<file path="src/rtl/fc_pkg.sv">
//------------------------------------------------------------------------------
// fc_pkg : shared constants, state type and config check for the FC weight buffer
// Revision: 1.0
//------------------------------------------------------------------------------
`default_nettype none

package fc_pkg;

  localparam int FC_W_LANES       = 120;
  localparam int FC_W_LANE_STRIDE = 128;
  localparam int FC_W_ROWS        = 1024;
  localparam int FC_W_WR_AW       = 17;
  localparam int FC_W_RD_AW       = 10;
  localparam int FC_W_LANE_AW     = $clog2(FC_W_LANE_STRIDE);

  typedef enum logic [1:0] {
    ST_IDLE = 2'd0,
    ST_LOAD = 2'd1,
    ST_READ = 2'd2
  } fc_state_e;

  // Arguments are length-1; bit 10 of in_m1 is set for 0 and for anything above 1024.
  function automatic logic cfg_ok(input logic [10:0] in_m1, input logic [6:0] out_m1);
    return !in_m1[10] && (out_m1 < 7'(FC_W_LANES));
  endfunction

endpackage

`default_nettype wire

</file>
<file path="src/rtl/fc_w_addr_gen.sv">
//------------------------------------------------------------------------------
// fc_w_addr_gen : row/lane counter with programmable wrap points and last flag
// Revision: 1.0
//------------------------------------------------------------------------------
`default_nettype none

module fc_w_addr_gen
  import fc_pkg::*;
(
  input  logic                    clk,
  input  logic                    rst_n,
  input  logic                    clr,
  input  logic                    adv,
  input  logic [FC_W_RD_AW-1:0]   row_last_idx,
  input  logic [FC_W_LANE_AW-1:0] lane_last_idx,
  output logic [FC_W_RD_AW-1:0]   row,
  output logic [FC_W_LANE_AW-1:0] lane,
  output logic                    last
);

  logic [FC_W_RD_AW-1:0]   row_q, row_d;
  logic [FC_W_LANE_AW-1:0] lane_q, lane_d;
  logic                    lane_wrap;
  logic                    row_wrap;

  assign lane_wrap = (lane_q == lane_last_idx);
  assign row_wrap  = (row_q == row_last_idx);

  always_comb begin
    row_d  = row_q;
    lane_d = lane_q;
    if (clr) begin
      row_d  = '0;
      lane_d = '0;
    end else if (adv) begin
      if (lane_wrap) begin
        lane_d = '0;
        row_d  = row_wrap ? '0 : row_q + 1'b1;
      end else begin
        lane_d = lane_q + 1'b1;
      end
    end
  end

  always_ff @(posedge clk or negedge rst_n) begin
    if (!rst_n) begin
      row_q  <= '0;
      lane_q <= '0;
    end else begin
      row_q  <= row_d;
      lane_q <= lane_d;
    end
  end

  assign row  = row_q;
  assign lane = lane_q;
  assign last = lane_wrap && row_wrap;

endmodule

`default_nettype wire

</file>
<file path="src/rtl/fc_w_buf_ctrl.sv">
//------------------------------------------------------------------------------
// fc_w_buf_ctrl : FC weight buffer controller (byte-wise load, row-wise read)
// Optional stall counter output enabled by FC_W_BUF_CTRL_PERF_EN. Revision: 1.0
//------------------------------------------------------------------------------
`default_nettype none

module fc_w_buf_ctrl
  import fc_pkg::*;
(
  input  logic                  clk,
  input  logic                  rst_n,
  input  logic [10:0]           cfg_in_len,
  input  logic [6:0]            cfg_out_len,
  input  logic                  load_start,
  input  logic                  comp_start,
  input  logic                  wdata_valid,
  output logic                  wdata_ready,
  input  logic [7:0]            wdata,
  output logic                  wren_o,
  output logic [FC_W_WR_AW-1:0] wrptr_o,
  output logic [7:0]            weight_o,
  output logic                  rden_o,
  output logic [FC_W_RD_AW-1:0] rdptr_o,
  output logic                  row_valid,
  output logic [FC_W_RD_AW-1:0] row_idx,
  output logic                  row_last,
  input  logic                  rd_ready,
  output logic                  busy,
  output logic                  done,
  output logic                  cfg_err
`ifdef FC_W_BUF_CTRL_PERF_EN
  ,
  output logic [15:0]           stall_cnt
`endif
);

  fc_state_e               state_q, state_d;
  logic [FC_W_RD_AW-1:0]   in_last_q, in_last_d;
  logic [FC_W_LANE_AW-1:0] out_last_q, out_last_d;
  logic                    remain_q, remain_d;
  logic                    row_valid_q, row_valid_d;
  logic [FC_W_RD_AW-1:0]   row_idx_q, row_idx_d;
  logic                    row_last_q, row_last_d;
  logic                    done_q, done_d;
  logic                    cfg_err_q, cfg_err_d;

  logic [10:0]             in_m1;
  logic [6:0]              out_m1;
  logic                    start_ok;
  logic                    accept;
  logic                    issue;
  logic                    start_read;
  logic                    gen_clr;
  logic                    gen_adv;
  logic [FC_W_RD_AW-1:0]   gen_row;
  logic [FC_W_LANE_AW-1:0] gen_lane;
  logic                    gen_last;
  logic [FC_W_LANE_AW-1:0] lane_last_idx;

  assign in_m1    = cfg_in_len - 11'd1;
  assign out_m1   = cfg_out_len - 7'd1;
  assign start_ok = cfg_ok(in_m1, out_m1);

  assign accept  = (state_q == ST_LOAD) && wdata_valid;
  assign issue   = (state_q == ST_READ) && remain_q && (!row_valid_q || rd_ready);
  assign gen_adv = accept || issue;
  // READ walks rows only, so the lane wrap point collapses to zero there.
  assign lane_last_idx = (state_q == ST_READ) ? '0 : out_last_q;

  fc_w_addr_gen u_addr_gen (
    .clk          (clk),
    .rst_n        (rst_n),
    .clr          (gen_clr),
    .adv          (gen_adv),
    .row_last_idx (in_last_q),
    .lane_last_idx(lane_last_idx),
    .row          (gen_row),
    .lane         (gen_lane),
    .last         (gen_last)
  );

  always_comb begin
    state_d     = state_q;
    in_last_d   = in_last_q;
    out_last_d  = out_last_q;
    remain_d    = remain_q;
    row_valid_d = row_valid_q;
    row_idx_d   = row_idx_q;
    row_last_d  = row_last_q;
    done_d      = 1'b0;
    cfg_err_d   = 1'b0;
    gen_clr     = 1'b0;
    start_read  = 1'b0;

    case (state_q)
      ST_IDLE: begin
        if (load_start || comp_start) begin
          if (start_ok) begin
            state_d    = load_start ? ST_LOAD : ST_READ;
            start_read = !load_start;
            remain_d   = !load_start;
            in_last_d  = in_m1[FC_W_RD_AW-1:0];
            out_last_d = out_m1;
            gen_clr    = 1'b1;
          end else begin
            cfg_err_d = 1'b1;
          end
        end
      end
      ST_LOAD: begin
        if (accept && gen_last) begin
          state_d = ST_IDLE;
          done_d  = 1'b1;
        end
      end
      ST_READ: begin
        if (row_valid_q && rd_ready) begin
          row_valid_d = 1'b0;
          row_last_d  = 1'b0;
          if (row_last_q) begin
            state_d = ST_IDLE;
            done_d  = 1'b1;
          end
        end
        if (issue) begin
          row_valid_d = 1'b1;
          row_idx_d   = gen_row;
          row_last_d  = gen_last;
          if (gen_last) begin
            remain_d = 1'b0;
          end
        end
      end
      default: begin
        state_d = ST_IDLE;
      end
    endcase
  end

  always_ff @(posedge clk or negedge rst_n) begin
    if (!rst_n) begin
      state_q     <= ST_IDLE;
      in_last_q   <= '0;
      out_last_q  <= '0;
      remain_q    <= 1'b0;
      row_valid_q <= 1'b0;
      row_idx_q   <= '0;
      row_last_q  <= 1'b0;
      done_q      <= 1'b0;
      cfg_err_q   <= 1'b0;
    end else begin
      state_q     <= state_d;
      in_last_q   <= in_last_d;
      out_last_q  <= out_last_d;
      remain_q    <= remain_d;
      row_valid_q <= row_valid_d;
      row_idx_q   <= row_idx_d;
      row_last_q  <= row_last_d;
      done_q      <= done_d;
      cfg_err_q   <= cfg_err_d;
    end
  end

  assign wdata_ready = (state_q == ST_LOAD);
  assign wren_o      = accept;
  assign wrptr_o     = accept ? {gen_row, gen_lane} : '0;
  assign weight_o    = accept ? wdata : '0;
  assign rden_o      = issue;
  assign rdptr_o     = issue ? gen_row : '0;
  assign row_valid   = row_valid_q;
  assign row_idx     = row_idx_q;
  assign row_last    = row_last_q;
  assign busy        = (state_q != ST_IDLE);
  assign done        = done_q;
  assign cfg_err     = cfg_err_q;

`ifdef FC_W_BUF_CTRL_PERF_EN
  logic [15:0] stall_q, stall_d;

  always_comb begin
    stall_d = stall_q;
    if (start_read) begin
      stall_d = '0;
    end else if ((state_q == ST_READ) && row_valid_q && !rd_ready && (stall_q != 16'hFFFF)) begin
      stall_d = stall_q + 16'd1;
    end
  end

  always_ff @(posedge clk or negedge rst_n) begin
    if (!rst_n) begin
      stall_q <= '0;
    end else begin
      stall_q <= stall_d;
    end
  end

  assign stall_cnt = stall_q;
`endif

endmodule

`default_nettype wire

</file>
<file path="config.mk">
export PLATFORM = sky130hd
export DESIGN_NAME = fc_w_buf_ctrl
export DESIGN_NICKNAME = d
export VERILOG_FILES = /design/src/rtl/fc_pkg.sv /design/src/rtl/fc_w_addr_gen.sv /design/src/rtl/fc_w_buf_ctrl.sv
export SDC_FILE = /design/constraint.sdc
export NUM_CORES = 1
export LEC_CHECK = 0
export CAP_MARGIN = 20
export CORE_ASPECT_RATIO = 2
export CORE_MARGIN = 4
export CORE_UTILIZATION = 51
export DETAILED_ROUTE_END_ITERATION = 16
export DONT_BUFFER_PORTS = 1
export GPL_TIMING_DRIVEN = 1
export PLACE_DENSITY_LB_ADDON = 0.25
export SLEW_MARGIN = 0
export SYNTH_ARGS = -nofsm -noshare
export SYNTH_HDL_FRONTEND = slang
export SYNTH_SLANG_ARGS = --single-unit
export TNS_END_PERCENT = 100
</file>
<file path="constraint.sdc">
create_clock -name clk -period 4.05 [get_ports clk]
set_clock_uncertainty 0.1 [all_clocks]
set_input_delay 0.405 -clock clk [delete_from_list [all_inputs] [get_ports clk]]
set_output_delay 0.405 -clock clk [all_outputs]
set_load 0.005 [all_outputs]
</file>
Yosys cells after proc, flatten, opt, wreduce, memory -nomap -nowiden
Cells that the tools add are included.
{"block": "word_totals", "output_inout_bits": 53, "elab_cells": 88, "regBits": 51}
{"block": "classes", "n_addsub": 4, "n_eq_ne": 11, "magnitude_cmp": 1, "mux": 36, "reduce_logical": 25}
{"cell": "$mux 10", "n": 5}
{"cell": "$mux 7", "n": 4}
{"cell": "$mux 17", "n": 1}
{"cell": "$mux 1", "n": 16}
{"cell": "$mux 2", "n": 6}
{"cell": "$sub 11x1->11 const B", "n": 1}
{"cell": "$add 10x1->10 const B", "n": 1}
{"cell": "$eq 10x10->1", "n": 1}
{"cell": "$ne 2x2->1 const B", "n": 5}
{"cell": "$reduce_and 5->1", "n": 2}
{"cell": "$reduce_bool 2->1", "n": 5}
{"cell": "$mux 8", "n": 1}
{"cell": "$add 7x1->7 const B", "n": 1}
{"cell": "$eq 7x7->1", "n": 1}
{"cell": "$logic_and 1x1->1", "n": 7}
{"cell": "$lt 7x7->1 const B", "n": 1}
{"cell": "$sub 7x1->7 const B", "n": 1}
{"cell": "$pmux 2 s3", "n": 1}
{"cell": "$reduce_and 2->1", "n": 3}
{"cell": "$ne 2x1->1 const B", "n": 2}
{"cell": "$pmux 1 s2", "n": 2}
{"cell": "$logic_not 1->1", "n": 3}
{"cell": "$logic_or 1x1->1", "n": 3}
{"cell": "$reduce_and 3->1", "n": 1}
{"cell": "other kinds (3)", "n": 3}

Logic depth before layout (Yosys ltp)
{"block": "logic_depth", "ltp_word": 8, "depth_mapped": 10, "depth_no_buf": 8}

Modules after synthesis
Synthesis repeated with hierarchy kept, for this count alone.
{"block": "unflattened", "cells_unflattened": 336, "hier_area_um2": 3315.7}
{"mod": "fc_w_buf_ctrl", "n_inst": 1, "area_per_inst_um2": 2144.6, "seq_area_each_um2": 850.8, "cells_each": 208}
{"mod": "fc_w_addr_gen", "n_inst": 1, "area_per_inst_um2": 1171.1, "seq_area_each_um2": 425.4, "cells_each": 128}

Least setup slack after synthesis
No wires, ideal clock.
{"block": "synth_timing", "path_kind": "in2reg", "start": "input port cfg_in_len[0]", "end": "register in_last_q[0]", "n_path_buf": 1, "path_stages": 8, "path_slack_ns": 1.866, "required_ns": 3.825, "t_arrival_ns": 1.959, "cell_sequence": "inv_1 -> ha_1 -> nor3b_2 -> and4_1 -> o22ai_1 -> or3_1 -> buf_6 -> mux2_4"}
{"block": "synth_between", "elab_chain_len": 4}
{"item": "from (decl)", "line": "fc_w_buf_ctrl.sv:12", "rtl": "input logic [10:0] cfg_in_len,"}
{"item": "$sub 11x1->11 (*)", "line": "fc_w_buf_ctrl.sv:60", "rtl": "assign in_m1 = cfg_in_len - 11'd1;"}
{"item": "$logic_not 1->1", "line": "fc_pkg.sv:24", "rtl": "return !in_m1[10] && (out_m1 < 7'(FC_W_LANES));"}
{"item": "$logic_and 1x1->1", "line": "fc_pkg.sv:24"}
{"item": "$reduce_and 3->1 (no line)"}
{"item": "to (signal assigned)", "line": "fc_w_buf_ctrl.sv:153", "rtl": "in_last_q <= in_last_d;"}
{"item": "to (decl)", "line": "fc_w_buf_ctrl.sv:38", "rtl": "logic [FC_W_RD_AW-1:0] in_last_q, in_last_d;"}
Every way passes the cells marked *; elsewhere a longest branch is shown, timed or not.
A chain may end at the register's enable or synchronous reset.

Worst setup path in the final report
{"block": "layout_timing", "start": "register state_q[0]", "end": "register u_addr_gen.row_q[2], in the netlist u_addr_gen.row[2]"}
{"block": "layout_between", "elab_chain_len": 6, "elab_cells_between_ends": 14}
{"item": "from (decl)", "line": "fc_w_buf_ctrl.sv:37", "rtl": "fc_state_e state_q, state_d;"}
{"item": "from (signal assigned)", "line": "fc_w_buf_ctrl.sv:152", "rtl": "state_q <= state_d;"}
{"item": "branches (longest 6 deep; another with $mux 7)"}
{"item": "to (signal assigned)", "line": "fc_w_addr_gen.sv:50", "rtl": "row_q <= row_d;"}
{"item": "to (decl)", "line": "fc_w_addr_gen.sv:21", "rtl": "logic [FC_W_RD_AW-1:0] row_q, row_d;"}
Parallel ways; which one is timed is not known.

==> results by group <==
Clock network
  • Cts bufs inserted: 5
  • Cts repair resizes: 0
  • Worst-Skew Late Latency: 0.29 ns
  • Hold buffers post-CTS: 2
  • TritonCTS clock tree: done
  • Root Buffer: clkbuf_16
  • Clock transition at path regs: 0.06 ns
  • Postcts setup bufs: 0
  • H-tree depth: 2
  • Worst-case clock buffer depth: 2
  • Sinks on Clock Net: 51

Placement
  • GPL Wtd Cong: 0.872
  • HPWL after detailed placement: 5.69 mm
  • Port buffer count: 0
  • Placed cells: 415

Floorplan
  • Die height: 121 um
  • Starting Density: 52.2%
  • Rows: 41
  • I/O pin cnt: 85
  • DIE WIDTH: 64.6 um
  • Core area: 0.00626 mm^2
  • Die ar.: 0.00783 mm^2

Critical path
  • Crit. End Element: register
  • Buf+Inv Stages, Crit Path: 1
  • CP cell instances: inv_1, ha_1, nand4bb_1, o22a_1, a221oi_2, and2_2, nand3_2, o41ai_1
  • Top delay family on crit path: compound AO/OA/AOI/OAI gates
  • Slowest CP cell: dfrtp_1
  • WP data arrival: 2.75 ns
  • CP Launch Type: register
  • Crit-path max FO: 15
  • Critical path start-end classification: reg -> reg
  • Crit-path max cell delay: 0.36 ns
  • CP required: 4.13 ns

Finish
  • Most frequent cells in the layout: dfrtp_1, and3_1, xnor2_1
  • Final Net Count: 377
  • ANT cells: 0
  • Layout cells sized above 1: 12.1%
  • Post-layout util: 55.2%
  • Area growth, synth to finish: 5.63%
  • Fin cells: 425
  • Most common cell after layout, fill and taps aside: dfrtp_1

Route
  • DRC viols: 0
  • WL/cell: 17.7 um
  • Via count: 2589
  • Via/cell ratio: 6.09
  • Routed WL: 7.51 mm
  • Initial DRC count: 97
  • ANT nets after route: 0
  • Total iterations of the first detailed-routing run: 4

Synth
  • Syn nets: 385
  • Post-synthesis compound-gate area fraction: 15.0%
  • Yosys warning total: 0
  • Adder-cell share of the synthesized area: 2.68%
  • Mean Syn Cell Area: 9.45 um^2
  • Multiplexer area fraction after synthesis: 4.67%
  • Main synth FF type: dfrtp_1
  • Flops & latches, synth: 51
  • Post-synth EDFFs: 0
  • Top-area cell type share of the netlist area: 39.1%
  • Post-synthesis sequential area ratio: 39.1%
  • Mapped Area: 0.00327 mm^2
  • Post-Synth XOR/XNOR Area: 6.97%
  • Ys async rst share: 100%
  • Synthesized instance count: 346
  • Area contributors post-synth: dfrtp_1, xnor2_1, and3_1
  • Top cell type by total area after synthesis: dfrtp_1
  • Main combinational cell family by area after synthesis: simple AND/OR/NAND/NOR gates
  • Synth cell types: 65
  • Simple-gate portion of the synthesized area: 25.7%

STA
  • Worst slew margin: 64.9%
  • RSZ-0062 raised after global routing: false
  • FMAX: 374 MHz
  • Final period util: 66.1%
  • Final Slew Violations: 0
  • Final setup fails: 0
  • Worst-Margin Slew: 0.522 ns
  • WHS: 0.178 ns
  • Post-layout min period: 2.68 ns
  • Hold Fails Final Rpt: 0
  • Total Neg Setup Slack: 0 ns

Power and ir drop
  • Pwr dens: 523 mW/mm^2
  • Static leakage: 1.49 nW
  • Total chip power: 1.81 mW
  • Max VDD drop: 284 uV

Global routing
  • Total Routing Usage GR: 20.0%
  • Number of global-route vias before repair: 2541
  • Overflow after GRT: 0
  • Largest net degree at the start of global routing: 52
  • Initial antenna violation count: 0
  • First-pass GRT wire length: 12.2 mm

Status
  • Outcome: finished, final reports clean

Min path
  • Min-Delay Path Class: in -> reg

Run
  • Max cap viols: 0
## synth_stat cells, types with 3 or more instances
cell type   n
a21o_1      3
a21oi_1     8
a31oi_1     5
and2_1     13
and3_1     29
buf_2       7
buf_6       5
clkbuf_1    7
dfrtp_1    51
ha_1        7
inv_1      17
mux2_2     10
nand2_1    21
nand3_1    17
nand4_1     3
nor2_1     22
nor3_1      3
nor4_1      3
o21ai_0     9
o21ai_1     9
o22a_1      3
o31ai_1     3
o32ai_1     6
or3_1       9
xnor2_1    23
xor2_1      3
## power breakdown
| part | internal, mW | total, mW | switching (mW) | leakage, nW |
|---|---|---|---|---|
| Combinational | 0.272 | 0.628 | 0.356 | 0.760 |
| Clock | 0.228 | 0.404 | 0.176 | 0.0669 |
| Sequential | 0.638 | 0.774 | 0.136 | 0.668 |
## logic make-up (layout without fill, tap and decap cells)
family	Yosys count	count (layout)
DFF	51	51
buffers and inverters	38	31
xor gates and xnor gates	26	26
adders and majority gates	7	7
AOI/OAI and AO/OA	68	68
muxes	13	13
and+or+nand+nor	143	143
## per-layer routing
metal  track usage, %  vias to the layer above  routed length, um
met1             21.1                     1247               2880
met2             37.1                       94               4080
li1                 -                     1239                  -
met5                0                        -                  0
met4             7.68                        0                111
met3             4.73                        9                444
## cell type report
cell class	instances	area, um^2
inverters	17	63.8
clock buffers	6	129
fillers	594	2810
clock inverters	2	12.5
flip-flops and latches	51	1280
repair buffers	6	67.6
well taps	86	108
multi-input cells	257	1800
## sequential cells by signal, summed over array words and instances, names as in the netlist, 2 cells and up
register and flops:
out_last_q 7, u_addr_gen.lane 7, row_idx 10, in_last_q 10, state_q 2, u_addr_gen.row 10
## through the flow
stage | setup slack, ns | area (um^2)
floorplan | 1.87 | 3270
global placement | 1.37 | 3270
finish | 1.37 | 3450
CTS | 1.38 | 3450
detailed placement | 1.31 | 3270
global route | 1.19 | 3450
## worst paths after layout
kind	startpoint	end	slack (ns)	cells past startpoint
max	state_q[0]	u_addr_gen.row[2]	1.37	8
min	cfg_in_len[3]	in_last_q[3]	0.18	2
max reg2reg	state_q[0]	u_addr_gen.row[2]	1.37	8
min reg2reg	in_last_q[1]	in_last_q[1]	0.41	1
max in group asynchronous	rst_n	in_last_q[5]	3.09	2
min in group asynchronous	rst_n	row_idx[2]	0.52	2
No activity file was read; power rests on OpenSTA's default activity.
